**src/rtl/instruction_fetch.sv**
```systemverilog
// -----------------------------------------------------------------------------
// instruction_fetch
//
// Initiator side of the instruction-memory read interface. Owns the program
// counter, presents it as a word address to a combinational-read instruction
// memory, captures the returned word together with the address it came from,
// and buffers both in a small FIFO that feeds decode through a valid/ready
// handshake. A redirect (branch/jump) reloads the PC and flushes the FIFO.
//
// Optional feature (compile-time macro FETCH_BOUNDS_CHECK_EN):
//   When defined, a fetch attempted from pc >= MEM_WORDS is suppressed and a
//   sticky fault is raised. Fetching stays stopped until reset or a redirect
//   to an in-range PC. When undefined, fault is tied low and the PC is simply
//   truncated by the memory's own indexing.
//
// Ports:
//   clk            in   clock, all state updates on the rising edge
//   reset          in   synchronous, active-high
//   address        out  [ADDR_W]  word address to memory (= current PC)
//   mem_out        in   [DATA_W]  word returned for address, same cycle
//   fetch_en       in   allow new fetches; low freezes PC and enqueue
//   redirect_valid in   load redirect_pc and flush the FIFO
//   redirect_pc    in   [ADDR_W]  new PC
//   inst_valid     out  FIFO head valid
//   inst_ready     in   decode accepts the head
//   inst_out       out  [DATA_W]  head instruction (0 while empty)
//   inst_pc        out  [ADDR_W]  fetch address of the head (0 while empty)
//   fault          out  bounds fault (feature build only, else 0)
// -----------------------------------------------------------------------------
module instruction_fetch #(
   parameter int                ADDR_W    = 32,
   parameter int                DATA_W    = 32,
   parameter logic [ADDR_W-1:0] RESET_PC  = '0,
   parameter int                DEPTH     = 2,
   parameter int                MEM_WORDS = 32
) (
   input  logic              clk,
   input  logic              reset,
   output logic [ADDR_W-1:0] address,
   input  logic [DATA_W-1:0] mem_out,
   input  logic              fetch_en,
   input  logic              redirect_valid,
   input  logic [ADDR_W-1:0] redirect_pc,
   output logic              inst_valid,
   input  logic              inst_ready,
   output logic [DATA_W-1:0] inst_out,
   output logic [ADDR_W-1:0] inst_pc,
   output logic              fault
);

   localparam int PTR_W = $clog2(DEPTH);
   localparam int CNT_W = PTR_W + 1;
   localparam logic [CNT_W-1:0] DEPTH_CNT = CNT_W'(DEPTH);
   localparam logic [PTR_W-1:0] PTR_ONE   = PTR_W'(1);
   localparam logic [CNT_W-1:0] CNT_ONE   = CNT_W'(1);

   // ------------------------------------------------------------------
   // State
   // ------------------------------------------------------------------
   logic [ADDR_W-1:0] pc_reg,     pc_next;
   logic [CNT_W-1:0]  count_reg,  count_next;
   logic [PTR_W-1:0]  wr_ptr_reg, wr_ptr_next;
   logic [PTR_W-1:0]  rd_ptr_reg, rd_ptr_next;

   // FIFO storage; contents need no reset because the outputs are gated by
   // count and a slot is always written before it becomes the head.
   logic [DATA_W-1:0] entry_data_reg [DEPTH];
   logic [ADDR_W-1:0] entry_pc_reg   [DEPTH];
   logic [DEPTH-1:0]  entry_we;

   logic deq;
   logic fetch_try;
   logic enq;
   logic fault_active;

   // ------------------------------------------------------------------
   // Handshake and fetch decision
   // ------------------------------------------------------------------
   assign address    = pc_reg;
   assign inst_valid = (count_reg != '0);
   assign deq        = inst_valid & inst_ready;

   // A slot is available if the FIFO is not full, or if the head leaves in
   // the same cycle (full + deq + enq keeps count at DEPTH).
   assign fetch_try = fetch_en & ~redirect_valid & ~fault_active &
                      ((count_reg < DEPTH_CNT) | deq);

`ifdef FETCH_BOUNDS_CHECK_EN
   logic fault_reg, fault_next;
   logic pc_out_of_range;
   logic redirect_out_of_range;

   // Compare one bit wider so MEM_WORDS == 2**ADDR_W cannot overflow.
   assign pc_out_of_range       = ({1'b0, pc_reg}      >= (ADDR_W+1)'(MEM_WORDS));
   assign redirect_out_of_range = ({1'b0, redirect_pc} >= (ADDR_W+1)'(MEM_WORDS));

   assign fault_active = fault_reg;
   assign enq          = fetch_try & ~pc_out_of_range;
   assign fault        = fault_reg;

   // A redirect clears the fault only when its target is in range; an
   // out-of-range target leaves any existing fault in place and otherwise
   // faults on the next fetch attempt from that PC.
   always_comb begin
      fault_next = fault_reg;
      if (redirect_valid) begin
         fault_next = fault_reg & redirect_out_of_range;
      end else if (fetch_try & pc_out_of_range) begin
         fault_next = 1'b1;
      end
   end

   always_ff @(posedge clk) begin
      if (reset) begin
         fault_reg <= 1'b0;
      end else begin
         fault_reg <= fault_next;
      end
   end
`else
   assign fault_active = 1'b0;
   assign enq          = fetch_try;
   assign fault        = 1'b0;
`endif

   // ------------------------------------------------------------------
   // Next-state logic
   // ------------------------------------------------------------------
   always_comb begin
      pc_next     = pc_reg;
      count_next  = count_reg;
      wr_ptr_next = wr_ptr_reg;
      rd_ptr_next = rd_ptr_reg;

      if (redirect_valid) begin
         // Redirect wins over any handshake this cycle: the head being
         // accepted is dropped along with everything else in the FIFO.
         pc_next     = redirect_pc;
         count_next  = '0;
         wr_ptr_next = '0;
         rd_ptr_next = '0;
      end else begin
         if (enq) begin
            pc_next     = pc_reg + 1'b1;
            wr_ptr_next = wr_ptr_reg + PTR_ONE;
         end
         if (deq) begin
            rd_ptr_next = rd_ptr_reg + PTR_ONE;
         end
         case ({enq, deq})
            2'b10:   count_next = count_reg + CNT_ONE;
            2'b01:   count_next = count_reg - CNT_ONE;
            default: count_next = count_reg;
         endcase
      end
   end

   always_ff @(posedge clk) begin
      if (reset) begin
         pc_reg     <= RESET_PC;
         count_reg  <= '0;
         wr_ptr_reg <= '0;
         rd_ptr_reg <= '0;
      end else begin
         pc_reg     <= pc_next;
         count_reg  <= count_next;
         wr_ptr_reg <= wr_ptr_next;
         rd_ptr_reg <= rd_ptr_next;
      end
   end

   // ------------------------------------------------------------------
   // FIFO storage: one write enable per slot, written with the PC the word
   // was fetched from so decode sees matching {pc, instruction} pairs.
   // ------------------------------------------------------------------
   genvar gi;
   generate
      for (gi = 0; gi < DEPTH; gi++) begin : g_we
         assign entry_we[gi] = enq & (wr_ptr_reg == PTR_W'(gi));
      end
   endgenerate

   always_ff @(posedge clk) begin
      for (int i = 0; i < DEPTH; i++) begin
         if (entry_we[i]) begin
            entry_data_reg[i] <= mem_out;
            entry_pc_reg[i]   <= pc_reg;
         end
      end
   end

   // Head presentation; reads as zero while the FIFO is empty.
   assign inst_out = inst_valid ? entry_data_reg[rd_ptr_reg] : '0;
   assign inst_pc  = inst_valid ? entry_pc_reg[rd_ptr_reg]   : '0;

endmodule

```
**config.mk**
```make
export PLATFORM = sky130hd
export DESIGN_NAME = instruction_fetch
export DESIGN_NICKNAME = d
export VERILOG_FILES = /design/src/rtl/instruction_fetch.sv
export SDC_FILE = /design/constraint.sdc
export NUM_CORES = 1
export LEC_CHECK = 0
export ABC_AREA = 1
export BUFFER_PORTS_ARGS = -buffer_cell sky130_fd_sc_hd__buf_2
export CAP_MARGIN = 20
export CORE_MARGIN = 4
export CORE_UTILIZATION = 54
export CTS_CLUSTER_DIAMETER = 100
export DETAILED_ROUTE_END_ITERATION = 10
export PLACE_DENSITY = 0.8
export SYNTH_ARGS = -nofsm -noshare
export SYNTH_HDL_FRONTEND = slang
export SYNTH_SLANG_ARGS = --single-unit
```
**constraint.sdc**
```tcl
create_clock -name clk -period 4.9 [get_ports clk]
set_input_delay 0.735 -clock clk [delete_from_list [all_inputs] [get_ports clk]]
set_output_delay 0.735 -clock clk [all_outputs]
set_load 0.02 [all_outputs]
```
After elaboration in Yosys (flattened, before gate mapping)
Memories as Yosys holds them, arrays and structs flattened. A register that Yosys moved wholly into a read port is not among the register bits.
Index checks and enable logic that the tools add are counted.
{"block": "word_totals", "wordCells": 47, "inputBits": 69, "mem_count": 2, "output_inout_bits": 98, "ff_bits": 36, "mem_bits_rw": 128}
{"block": "op_classes", "magnitude_cmp": 1, "mux": 19, "bitwise": 8, "n_addsub": 5, "eq_ne": 2, "n_reduce_logical": 6}
{"memory": "entry_data_reg", "words": 2, "word_bits": 32, "read_ports": 1, "rd_clocked_by_memory_dff": 1, "wr": 1, "line_no": "67", "text": "logic [DATA_W-1:0] entry_data_reg [DEPTH];"}
{"memory": "entry_pc_reg", "words": 2, "word_bits": 32, "read_ports": 1, "rd_clocked_by_memory_dff": 1, "wr": 1, "line_no": "68", "text": "logic [ADDR_W-1:0] entry_pc_reg [DEPTH];"}
{"cell": "$mux 32", "count": 6}
{"cell": "$reduce_or 32->1", "count": 2}
{"cell": "$add 32x1->32 const B", "count": 1}
{"cell": "$mux 1", "count": 12}
{"cell": "$reduce_bool 2->1", "count": 3}
{"cell": "$and 1x1->1", "count": 5}
{"cell": "$pmux 2 s2", "count": 1}
{"cell": "$add 1x1->1 const B", "count": 2}
{"cell": "$add 2x1->2 const B", "count": 1}
{"cell": "$eq 2x1->1 const B", "count": 1}
{"cell": "$eq 2x2->1 const B", "count": 1}
{"cell": "$lt 2x2->1 const B", "count": 1}
{"cell": "$not 1->1", "count": 2}
{"cell": "$reduce_or 2->1", "count": 1}
{"cell": "$sub 2x1->2 const B", "count": 1}
{"cell": "$or 1x1->1", "count": 1}

Logic depth before layout (Yosys ltp)
Gate-level depths: netlist (run 1).
{"block": "logic_depth", "word_depth": 9, "depth_mapped": 9, "ltp_nobuf": 9}

Worst setup path after synthesis (run 1)
Ideal clock, no wire load.
{"block": "synth_path", "path_type": "input -> register", "startpoint": "in inst_ready", "endpoint": "mem entry_data_reg[1][0], enable pin", "required_ns": 4.412, "stages": 4, "path_slack_ns": 0.514, "arrival_time_ns": 3.899, "path_cell_list": "inv_1 > a21boi_4 > nand2_4 > nor2_1"}
{"block": "synth_via", "elab_chain_cells": 8, "elab_cells_between_ends": 12, "classes_between": "mux (6); bitwise (5); reduce/logical (1)"}
{"element": "from (decl)", "line_no": "45", "text": "input logic inst_ready,"}
{"element": "$and 1x1->1 *", "line_no": "81", "text": "assign deq = inst_valid & inst_ready;"}
{"element": "$or 1x1->1 *", "line_no": "86", "text": "((count_reg < DEPTH_CNT) | deq);"}
{"element": "$and 1x1->1 *", "line_no": "85", "text": "assign fetch_try = fetch_en & ~redirect_valid & ~fault_active &"}
{"element": "$and 1x1->1 *", "line_no": "179", "text": "assign entry_we[gi] = enq & (wr_ptr_reg == PTR_W'(gi));"}
{"element": "net entry_we[1]", "line_no": "69", "text": "logic [DEPTH-1:0] entry_we;"}
{"element": "$mux 1 *", "line_no": "185", "text": "if (entry_we[i]) begin"}
{"element": "$mux 1 (not written as such) *", "line_no": "186", "text": "entry_data_reg[i] <= mem_out;"}
{"element": "$reduce_or 32->1 (no source line)"}
{"element": "$mux 1 (no source line)"}
{"element": "to (decl)", "line_no": "67"}
The timed path passes the listed nets; every way through them passes the cells marked *.

Final worst setup path (run 1)
{"block": "layout_path", "startpoint": "reg count_reg[1]", "endpoint": "out inst_pc[15]"}
{"block": "layout_via", "elab_chain_cells": 2}
{"element": "from (decl)", "line_no": "61", "text": "logic [CNT_W-1:0] count_reg, count_next;"}
{"element": "from (signal assigned)", "line_no": "166", "text": "count_reg <= count_next;"}
{"element": "$reduce_bool 2->1", "line_no": "80", "text": "assign inst_valid = (count_reg != '0);"}
{"element": "$mux 32", "line_no": "194", "text": "assign inst_pc = inst_valid ? entry_pc_reg[rd_ptr_reg] : '0;"}
{"element": "to (decl)", "line_no": "47", "text": "output logic [ADDR_W-1:0] inst_pc,"}
Every way passes these cells.

==> results of run 1 <==
[where the power goes]
part | leakage, uW | switching [uW] | internal, uW
sequential | 0.00149 | 44.3 | 1560
combinational | 0.00188 | 160 | 80.7
clock | 0.000261 | 512 | 744
total | 0.00363 | 716 | 2390
[synthesized netlist by cell type, drive strengths merged]
cell type,n
o21ai,33
nand3,39
buf,17
inv,64
a21oi,92
nand2,262
clkbuf,15
nand3b,1
dfxtp,37
a21boi,1
clkinv,1
a31oi,6
nor3b,1
ha,2
conb,1
edfxtp,128
nand4,1
nor2,52
or2,2
xnor2,3
o211ai,1
xor2,5
[stage by stage]
stage,hold slack [ns],power (uW),utilization
2_1_floorplan,0.425,1780,-
3_5_place_dp,0.441,1880,0.625
6_report,0.477,3100,0.669
3_3_place_gp,0.429,1870,0.625
4_1_cts,0.479,3120,0.668
5_1_grt,0.489,3210,0.669
[cell families after synthesis]
logic type / count (synthesis) / share of synthesized area
flops: 165 / 0.626
fa+ha+maj: 2 / 0.00342
xor+xnor: 8 / 0.00957
simple gates: 358 / 0.209
other cells: 1 / 0.000512
compound gates: 133 / 0.0952
buf+inv: 97 / 0.0559
[final cells by class]
cell class                 count  area (sq um)
tap                          176           220
timing repair buffer         172           891
multi-input combinational    502          2350
fill                        1018          4380
inverter                      65           251
clock inverter                14           136
sequential                   165          4590
clock buffer                  18           429
[routing by layer]
| metal | GRT usage | wire length [um] | up-vias |
|---|---|---|---|
| li1 | - | - | 2867 |
| met1 | 0.283 | 7050 | 2606 |
| met2 | 0.348 | 8100 | 206 |
| met3 | 0.0497 | 1160 | 20 |
| met4 | 0.0748 | 242 | 0 |
| met5 | 0 | 0 | - |
[worst max-delay path by stage]
stage,start,endpoint,cells past startpoint
global placement,redirect_valid,entry_pc_reg[0][25],5
global route,count_reg[1],inst_pc[24],4
CTS,flip-flop,inst_out[7],4
finish,count_reg[1],inst_pc[15],4
floorplan,inst_ready,entry_data_reg[1][0],4
detailed placement,redirect_valid,entry_pc_reg[0][25],5
[worst max-delay path: stages (launching register included)]
cell,delay [ns]
dfxtp_1,0.39
nor2_4,0.41
buf_4,0.54
a21oi_1,0.13
buf_2,0.19
==> impl_results.md, run 1 <==
* HP Class: flip-flop to flip-flop
* Setup Skew at 0.00853 ns
* Initial core utilization at 0.553
* CTS Root Cell: clkbuf_16
* Clock buffer depth at 2
* Netlist cell types at 34
* Antenna Cells at 0
* Cell Area, Synth at about 0.0073 sq mm
* Pre-CTS setup slack at roughly 2.0 ns
* Final Instance Area at a little under 0.009 sq mm
* Final std cells w/o fill at 1112
* Htree depth at 4
* Inserted Clock Buffers at 17
* Resize count post-CTS at 0
* Post-CTS Setup Bufs at 0
* Slew headroom at 0.479
* Die height at between 100 and 150 um
* Area grow syn2layout at 21.1%
* Commonest non-fill, non-tap cell in the layout: nand2_1
* Global Route Usage Sum at 0.214
* Later-pin clock latency in the skew report at 0.41 ns
* Hold depth at 1
* Initial antenna violation count at 0
* Die W at approximately 120 um
* Crit share post-route at 0.577
* RSZ-0062 raised after global routing: no
* GPL Wtd Cong at a little under 0.9
* Layout cells sized above 1 at 0.248
* Crit. End Element: output port
* R2r startpoint: count_reg[1]
* Critical Path AT at 2.09 ns
* Min cycle time layout at ~2.8 ns
* Final setup fails at 0
* Syn. warnings at 0
* Core area at about 0.013 sq mm
* Core Rows at 42
* # hold bufs at CTS at 0
* Clk sinks at approximately 170
* First-pass GRT wire length at between 20000 and 30000 um
* Remaining routing DRC violations at 0
* Worst Setup Path Type: flip-flop to output port
* Final Hold Viols at 0
* Detail Route Antenna Nets at 0
* Placed cell areas at 0.00828 sq mm
* Reg2reg setup slack at approximately 2.6 ns
* DRT Wirelength at about 17000 um
* Worst setup margin at just over 2 ns
* Net Count, Synth at roughly 840
* Mean Syn Cell Area at approximately 9.6 sq um
* Port buffer count at approximately 170
* Placed cells at between 1000 and 1500
* Nets at about 990
* CP Data Required Time at roughly 4.2 ns
* Status: finished clean
* DR vias at between 5000 and 6000
* Top cells by area, synth: edfxtp_1 53%, nand2_1 13%, dfxtp_1 10%, a21oi_1 6.2%, inv_1 3.2%
* Most frequent cells in the layout: 254 x nand2_1, 165 x buf_2, 128 x edfxtp_1, 90 x a21oi_1, 62 x inv_1
* Biggest area consumer among synthesized cells: edfxtp_1
* DRT Pass-1 Iters at 5
* Largest net degree at the start of global routing at 65
* #FFs+latches synth at 165
* CTS tree: yes
* Post-DR wirelength/cell at 14.9 um
* Setup TNS Final at 0 ns
* Drt via density at 5.13
* Max Freq at between 300 and 400 MHz
* DP HPWL at 11100 um
* Power Density at approximately 350 mW/mm^2
* LEAKAGE at approximately 0.0036 uW
* Clk slew on worst S/H paths at 0.06 ns
* Reg-to-reg endpoint: entry_data_reg[0][19]
* Register area share after synthesis at 0.626
* Hold Startpoint: rd_ptr_reg
* CP Max Fanout at between 40 and 50
* Synth top area share at 0.525
* Max VDD drop at 0.187 mV
* Vias in the first global route at between 5000 and 6000
* Die Area at ~0.015 sq mm
* I/O pin count at ~170
* Grt total ovfl at 0
* Max-cap viol count at 0
* Count of pins over their slew limit at 0
* Worst-margin pin slew at about 0.8 ns
* Syn Inst Count at around 760
* Starting DRT DRC Count at 575
* R2R cell count at 4
* Startpoint Class: flip-flop
Note: power is estimated with default switching activity, not from simulation.
==> inputs of run 2 (changes only) <==
==> constraint.sdc (replaced) <==
create_clock -name clk -period 2.85 [get_ports clk]
set_input_delay 0.4275 -clock clk [delete_from_list [all_inputs] [get_ports clk]]
set_output_delay 0.4275 -clock clk [all_outputs]
set_load 0.02 [all_outputs]
==> run 2 against run 1 <==
Effect of this change:
- first-iteration DRC count fell by 33%
- count of clock-buffer cells in the layout grew 1
- core utilization is 0.40 points higher
- clock power rose by 79%
==> impl_results.md, run 2 (same netlist as run 1, synthesis figures left out) <==
* Status: finished clean
* Commonest non-fill, non-tap cell in the layout: nand2_1
* Startpoint Class: flip-flop
* CP Data Required Time at ~2.4 ns
* Max VDD drop at 0.441 mV
* RSZ-0062 raised after global routing: no
* First-pass GRT wire length at ~27000 um
* Clk slew on worst S/H paths at approximately 0.06 ns
* Crit share post-route at 0.815
* Initial antenna violation count at 0
* Clk sinks at about 170
* Nets at a little under 1000
* Core area at roughly 0.013 sq mm
* DP HPWL at between 10000 and 15000 um
* DRT Wirelength at ~17000 um
* Power Density at around 610 mW/mm^2
* Max Freq at 430 MHz
* Clock buffer depth at 2
* Die W at 124 um
* GPL Wtd Cong at about 0.9
* Setup Skew at between 0.009 and 0.01 ns
* Vias in the first global route at between 5000 and 6000
* Critical Path AT at between 1.5 and 2 ns
* Htree depth at 4
* Final Hold Viols at 0
* DR vias at between 5000 and 6000
* Antenna Cells at 0
* CTS Root Cell: clkbuf_16
* Count of pins over their slew limit at 0
* Later-pin clock latency in the skew report at 0.42 ns
* Met3 GRT Util at 0.0497
* Grt total ovfl at 0
* Post-CTS Setup Bufs at 0
* Drt via density at slightly above 5
* # hold bufs at CTS at 0
* HP Class: input pin to flip-flop
* Worst-margin pin slew at 0.680 ns
* Global Route Usage Sum at 0.216
* Global route hottest layer: met2
* Met1 Use GR at 0.278
* Max-cap viol count at 0
* CTS tree: yes
* Most frequent cells in the layout: 254 x nand2_1, 165 x buf_2, 128 x edfxtp_1, 90 x a21oi_1, 62 x inv_1
* Final hold slack at 0.202 ns
* Crit. End Element: output port
* Min cycle time layout at ~2.3 ns
* Worst Setup Path Type: flip-flop to output port
* Port buffer count at between 150 and 200
* I/O pin count at about 170
* Core Rows at 42
* Reg2reg setup slack at about 0.96 ns
* Resize count post-CTS at 0
* CP Max Fanout at 28
* Setup TNS Final at 0 ns
* Remaining routing DRC violations at 0
* Slew headroom at 0.547
* LEAKAGE at ~0.0037 uW
* Largest net degree at the start of global routing at 66
* Layout cells sized above 1 at 0.253
* Met2 Usage GRT at 0.364
* DRT Pass-1 Iters at 5
* Final setup fails at 0
* Initial core utilization at 0.553
* Die Area at between 0.015 and 0.02 sq mm
* Detail Route Antenna Nets at 0
* Starting DRT DRC Count at between 300 and 400
* Inserted Clock Buffers at 17
* Area grow syn2layout at 21.8%
* Die height at roughly 120 um
* Post-DR wirelength/cell at around 15 um
==> run 2: cell types whose count changed in the layout (fill, tap and decap cells not counted), sizes merged <==
cell,change
buf,+1
bufinv,-1
clkinvlp,-5
clkinv,-2
clkbuf,+1
inv,+7
==> run 2: final timing paths <==
check / startpoint / cells after the start / end
max: flip-flop / 5 / inst_out[29]
min: mem_out[2] / 1 / entry_data_reg[0][2]
max reg2reg: count_reg[1] / 7 / count_reg[1]
min reg2reg: rd_ptr_reg / 1 / flip-flop
==> run 2: report_power, final <==
part,total (uW),switching [uW],internal [uW]
Combinational,422,280,142
Sequential,2760,75.2,2690
Clock,2260,953,1310
Total,5440,1310,4140
==> run 2: final cells by class <==
| type | count | area (sq um) |
|---|---|---|
| clock buffer | 19 | 464 |
| timing repair buffer | 173 | 911 |
| tap | 176 | 220 |
| sequential | 165 | 4590 |
| fill | 1073 | 4330 |
| multi-input combinational | 502 | 2350 |
| inverter | 65 | 251 |
| clock inverter | 13 | 134 |
==> run 2: critical path: stages (launching register included) <==
cell and delay [ns]:
dfxtp_2 0.32, inv_2 0.36, buf_4 0.36, nand2_1 0.08, a21oi_1 0.17, buf_2 0.19
==> run 2: routing by layer <==
layer	routed length (um)	vias to the layer above
li1	-	2864
met5	0	-
met3	1070	29
met4	293	0
met1	7320	2600
met2	8250	212
==> run 2: stage by stage <==
stage / setup WS (ns) / total power [uW] / utilization / instances / cell area [sq um]
3_5_place_dp: 0.887 / 3240 / 0.628 / 1081 / 8320
4_1_cts: 0.492 / 5470 / 0.673 / 1113 / 8920
2_1_floorplan: 0.571 / 3050 / - / 764 / 7340
6_report: 0.527 / 5440 / 0.673 / 1113 / 8920
3_3_place_gp: 0.940 / 3220 / 0.628 / 1081 / 8320
5_1_grt: 0.329 / 5630 / 0.673 / 1113 / 8920
==> inputs of run 3 (changes only) <==
--- a/config.mk
+++ b/config.mk
@@ -5,14 +5,14 @@
 export SDC_FILE = /design/constraint.sdc
 export NUM_CORES = 1
 export LEC_CHECK = 0
-export ABC_AREA = 1
+export ABC_AREA = 0
 export BUFFER_PORTS_ARGS = -buffer_cell sky130_fd_sc_hd__buf_2
 export CAP_MARGIN = 20
 export CORE_MARGIN = 4
-export CORE_UTILIZATION = 54
+export CORE_UTILIZATION = 48
 export CTS_CLUSTER_DIAMETER = 100
 export DETAILED_ROUTE_END_ITERATION = 10
-export PLACE_DENSITY = 0.8
+export PLACE_DENSITY = 0.76
 export SYNTH_ARGS = -nofsm -noshare
 export SYNTH_HDL_FRONTEND = slang
 export SYNTH_SLANG_ARGS = --single-unit
==> constraint.sdc (replaced) <==
create_clock -name clk -period 2.05 [get_ports clk]
set_input_delay 0.3075 -clock clk [delete_from_list [all_inputs] [get_ports clk]]
set_output_delay 0.3075 -clock clk [all_outputs]
set_load 0.02 [all_outputs]
==> run 3 against run 2 <==
Effect of this change:
- count of clock-buffer cells in the layout unchanged
- critical endpoint is now inst_pc[18]
- cell area fell by 2.4%
- hold slack worse by 0.12 ns
- die area increased by 7.1%
- non-clock buffer count is 10 higher
- largest power group unchanged
- clock power up 34%
- via count shrank 17%
- synthesized cell count shrank 31%
- core utilization decreased by 5.6 points
- register-to-register slack worse by 0.79 ns
- sequential share of layout area increased by 1.3 points
- first-iteration DRC count is 28% lower
==> impl_results.md, run 3 <==
* Crit. End Element: output port
* DP HPWL at roughly 11000 um
* Detail Route Antenna Nets at 0
* Clock buffer depth at 2
* Remaining routing DRC violations at 0
* Fillers at about 1100
* Hold EP: entry_data_reg[0][2]
* Min cycle time layout at between 1.5 and 2 ns
* R2R cell count at 6
* Net Count, Synth at between 500 and 600
* Max Freq at 524 MHz
* Setup TNS Final at 0 ns
* CP Data Required Time at about 1.7 ns
* Commonest cells post-synth: 128 x edfxtp_1, 90 x nor2_1, 64 x mux2i_1, 37 x dfxtp_1, 28 x nand2_1
* Inserted Clock Buffers at 17
* Htree depth at 4
* Critical Path AT at between 1.5 and 2 ns
* First-pass GRT wire length at roughly 24000 um
* Cell Area, Synth at between 0.007 and 0.008 sq mm
* Largest net degree at the start of global routing at 65
* Final Hold Viols at 0
* GPL Wtd Cong at 0.888
* Synth async-reset ratio at 0
* I/O pin count at about 170
* Drt via density at 5.33
* Most common cell in the netlist: edfxtp_1
* HP Class: input pin to flip-flop
* Max VDD drop at approximately 0.47 mV
* Synth top area share at 0.549
* Commonest non-fill, non-tap cell in the layout: buf_2
* Grt total ovfl at 0
* Post-synthesis xor/xnor area fraction at 0.0388
* LEAKAGE at ~0.0032 uW
* Reg2reg setup slack at ~0.17 ns
* Global Route Usage Sum at 0.191
* Initial core utilization at 0.497
* Die W at around 130 um
* Top cells by area, synth: edfxtp_1 55%, dfxtp_1 11%, mux2i_1 9.1%, nor2_1 4.8%, xnor2_1 3.1%
* Power Density at between 800 and 900 mW/mm^2
* Layout cells sized above 1 at 0.354
* CTS tree: yes
* CP Max Fanout at 38
* Count of pins over their slew limit at 0
* Syn Inst Count at 525
* Finished Core Util at 0.618
* Biggest area consumer among synthesized cells: edfxtp_1
* Post-DR wirelength/cell at between 15 and 20 um
* DRT Wirelength at 15900 um
* Final setup fails at 0
* Vias in the first global route at just under 5000
* R2r startpoint: address[1]
* Netlist cell types at 47
* Status: finished clean
* Setup Skew at about 0.007 ns
* Post-synth EDFFs at between 100 and 150
* Later-pin clock latency in the skew report at just over 0.4 ns
* Starting DRT DRC Count at about 280
* Simple logic cell fraction of the synthesized area at 0.145
* Multiplexer share of the synthesized area at 0.0915
* Register area share after synthesis at 0.655
* Area grow syn2layout at 24.3%
* Core Rows at 43
* Die height at 129 um
* Hold depth at 1
* Main synth FF type: edfxtp_1
* Core area at roughly 0.014 sq mm
* #FFs+latches synth at between 150 and 200
* Largest family of logic cells by synthesized area: simple AND/OR/NAND/NOR gates
* Post-synthesis compound-gate area fraction at 0.0416
* Most frequent cells in the layout: 165 x buf_2, 128 x edfxtp_1, 88 x nor2_1, 64 x mux2i_1, 36 x dfxtp_1
* DR vias at 4752
* CTS Root Cell: clkbuf_16
* Initial antenna violation count at 0
* Port buffer count at roughly 170
* Die Area at 0.0166 sq mm
* Mean Syn Cell Area at between 10 and 15 sq um
* Final hold slack at around 0.084 ns
* Nets at between 700 and 800
* Reg-to-reg endpoint: address[26]
* Synth Area in Adders at 0.00357
* Antenna Cells at 0
* RSZ-0062 raised after global routing: no
* Syn. warnings at 0
* Clk slew on worst S/H paths at roughly 0.060 ns
* Max-cap viol count at 0
* DRT Pass-1 Iters at 5
* Worst Setup Path Type: flip-flop to output port
* Clk sinks at ~170
* Crit share post-route at 0.931
* Startpoint Class: flip-flop
* Hold Startpoint: mem_out[2]
run 3: cell count changes after synthesis, sizes merged, moves of 6 or more:
cell	delta
a21oi	-84
nor4	+6
nand4	+10
and3	+7
inv	-59
o21ai	-25
nor3	+9
xnor2	+22
nand3	-31
nor2	+38
nand2	-233
and2	+10
a211oi	+14
mux2i	+64
run 3: per-layer routing:
metal	up-vias	track usage	routed length, um
met5	-	0	0
met4	0	0.0741	313
met3	21	0.0531	1260
met2	191	0.322	7830
met1	2280	0.233	6500
li1	2260	-	-
run 3: layout make-up:
type                    instances  area [sq um]  share of cell area
repair buffers                183          1010               0.117
well taps                     180           225              0.0259
flip-flops and latches        165          4590               0.527
clock buffers                  19           453              0.0520
multi-input cells             326          2280               0.262
clock inverters                13           123              0.0141
inverters                       5          18.8             0.00216
run 3: power by group:
group          switching (uW)  internal (uW)  leakage (uW)
clock network            1270           1750      0.000272
logic                     388            230       0.00148
registers                95.4           3740       0.00149
run 3: critical path: stages (launching register included):
cell and delay [ns]:
dfxtp_1 0.45, nor2_4 0.08, buf_6 0.20, nor2_1 0.24, buf_2 0.21
run 3: kinds of logic (layout without fill, tap and decap cells):
group / count (synthesis) / after routing
XOR/XNOR: 31 / 31
adder cells (fa/ha/maj): 2 / 2
AO/OA/AOI/OAI: 43 / 43
AND/OR/NAND/NOR: 185 / 185
multiplexers: 64 / 64
buffers and inverters: 34 / 220
flip-flops: 165 / 165
other: 1 / 1
run 3: through the flow:
| stage | cell area [sq um] | instances | worst slack [ns] | power [uW] |
|---|---|---|---|---|
| finish | 8710 | 891 | 0.141 | 7480 |
| global route | 8710 | 891 | 0.0376 | 7740 |
| CTS | 8700 | 891 | 0.0393 | 7540 |
| detailed placement | 8110 | 857 | 0.233 | 4530 |
| global placement | 8110 | 857 | 0.290 | 4500 |
| floorplan | 7050 | 525 | -0.173 | 4260 |
run 3: timing repair:
action	in CTS	in global routing
pin swaps	0	0
hold endpoints to repair	0	0
hold buffers	0	0
endpoints found under the setup margin	2	5
buffers inserted	2	0
resized for setup	0	1
run 3: worst max path at each step:
stage                 startpoint  slack, ns  cells after the start                    to
CTS                 count_reg[1]       0.04                      4           inst_pc[18]
detailed placement    inst_ready       0.23                      7          count_reg[1]
global placement      inst_ready       0.29                      7          count_reg[1]
global route          address[1]       0.04                      6           address[26]
floorplan             inst_ready      -0.17                      6  entry_data_reg[0][0]
finish              count_reg[1]       0.14                      4           inst_pc[18]
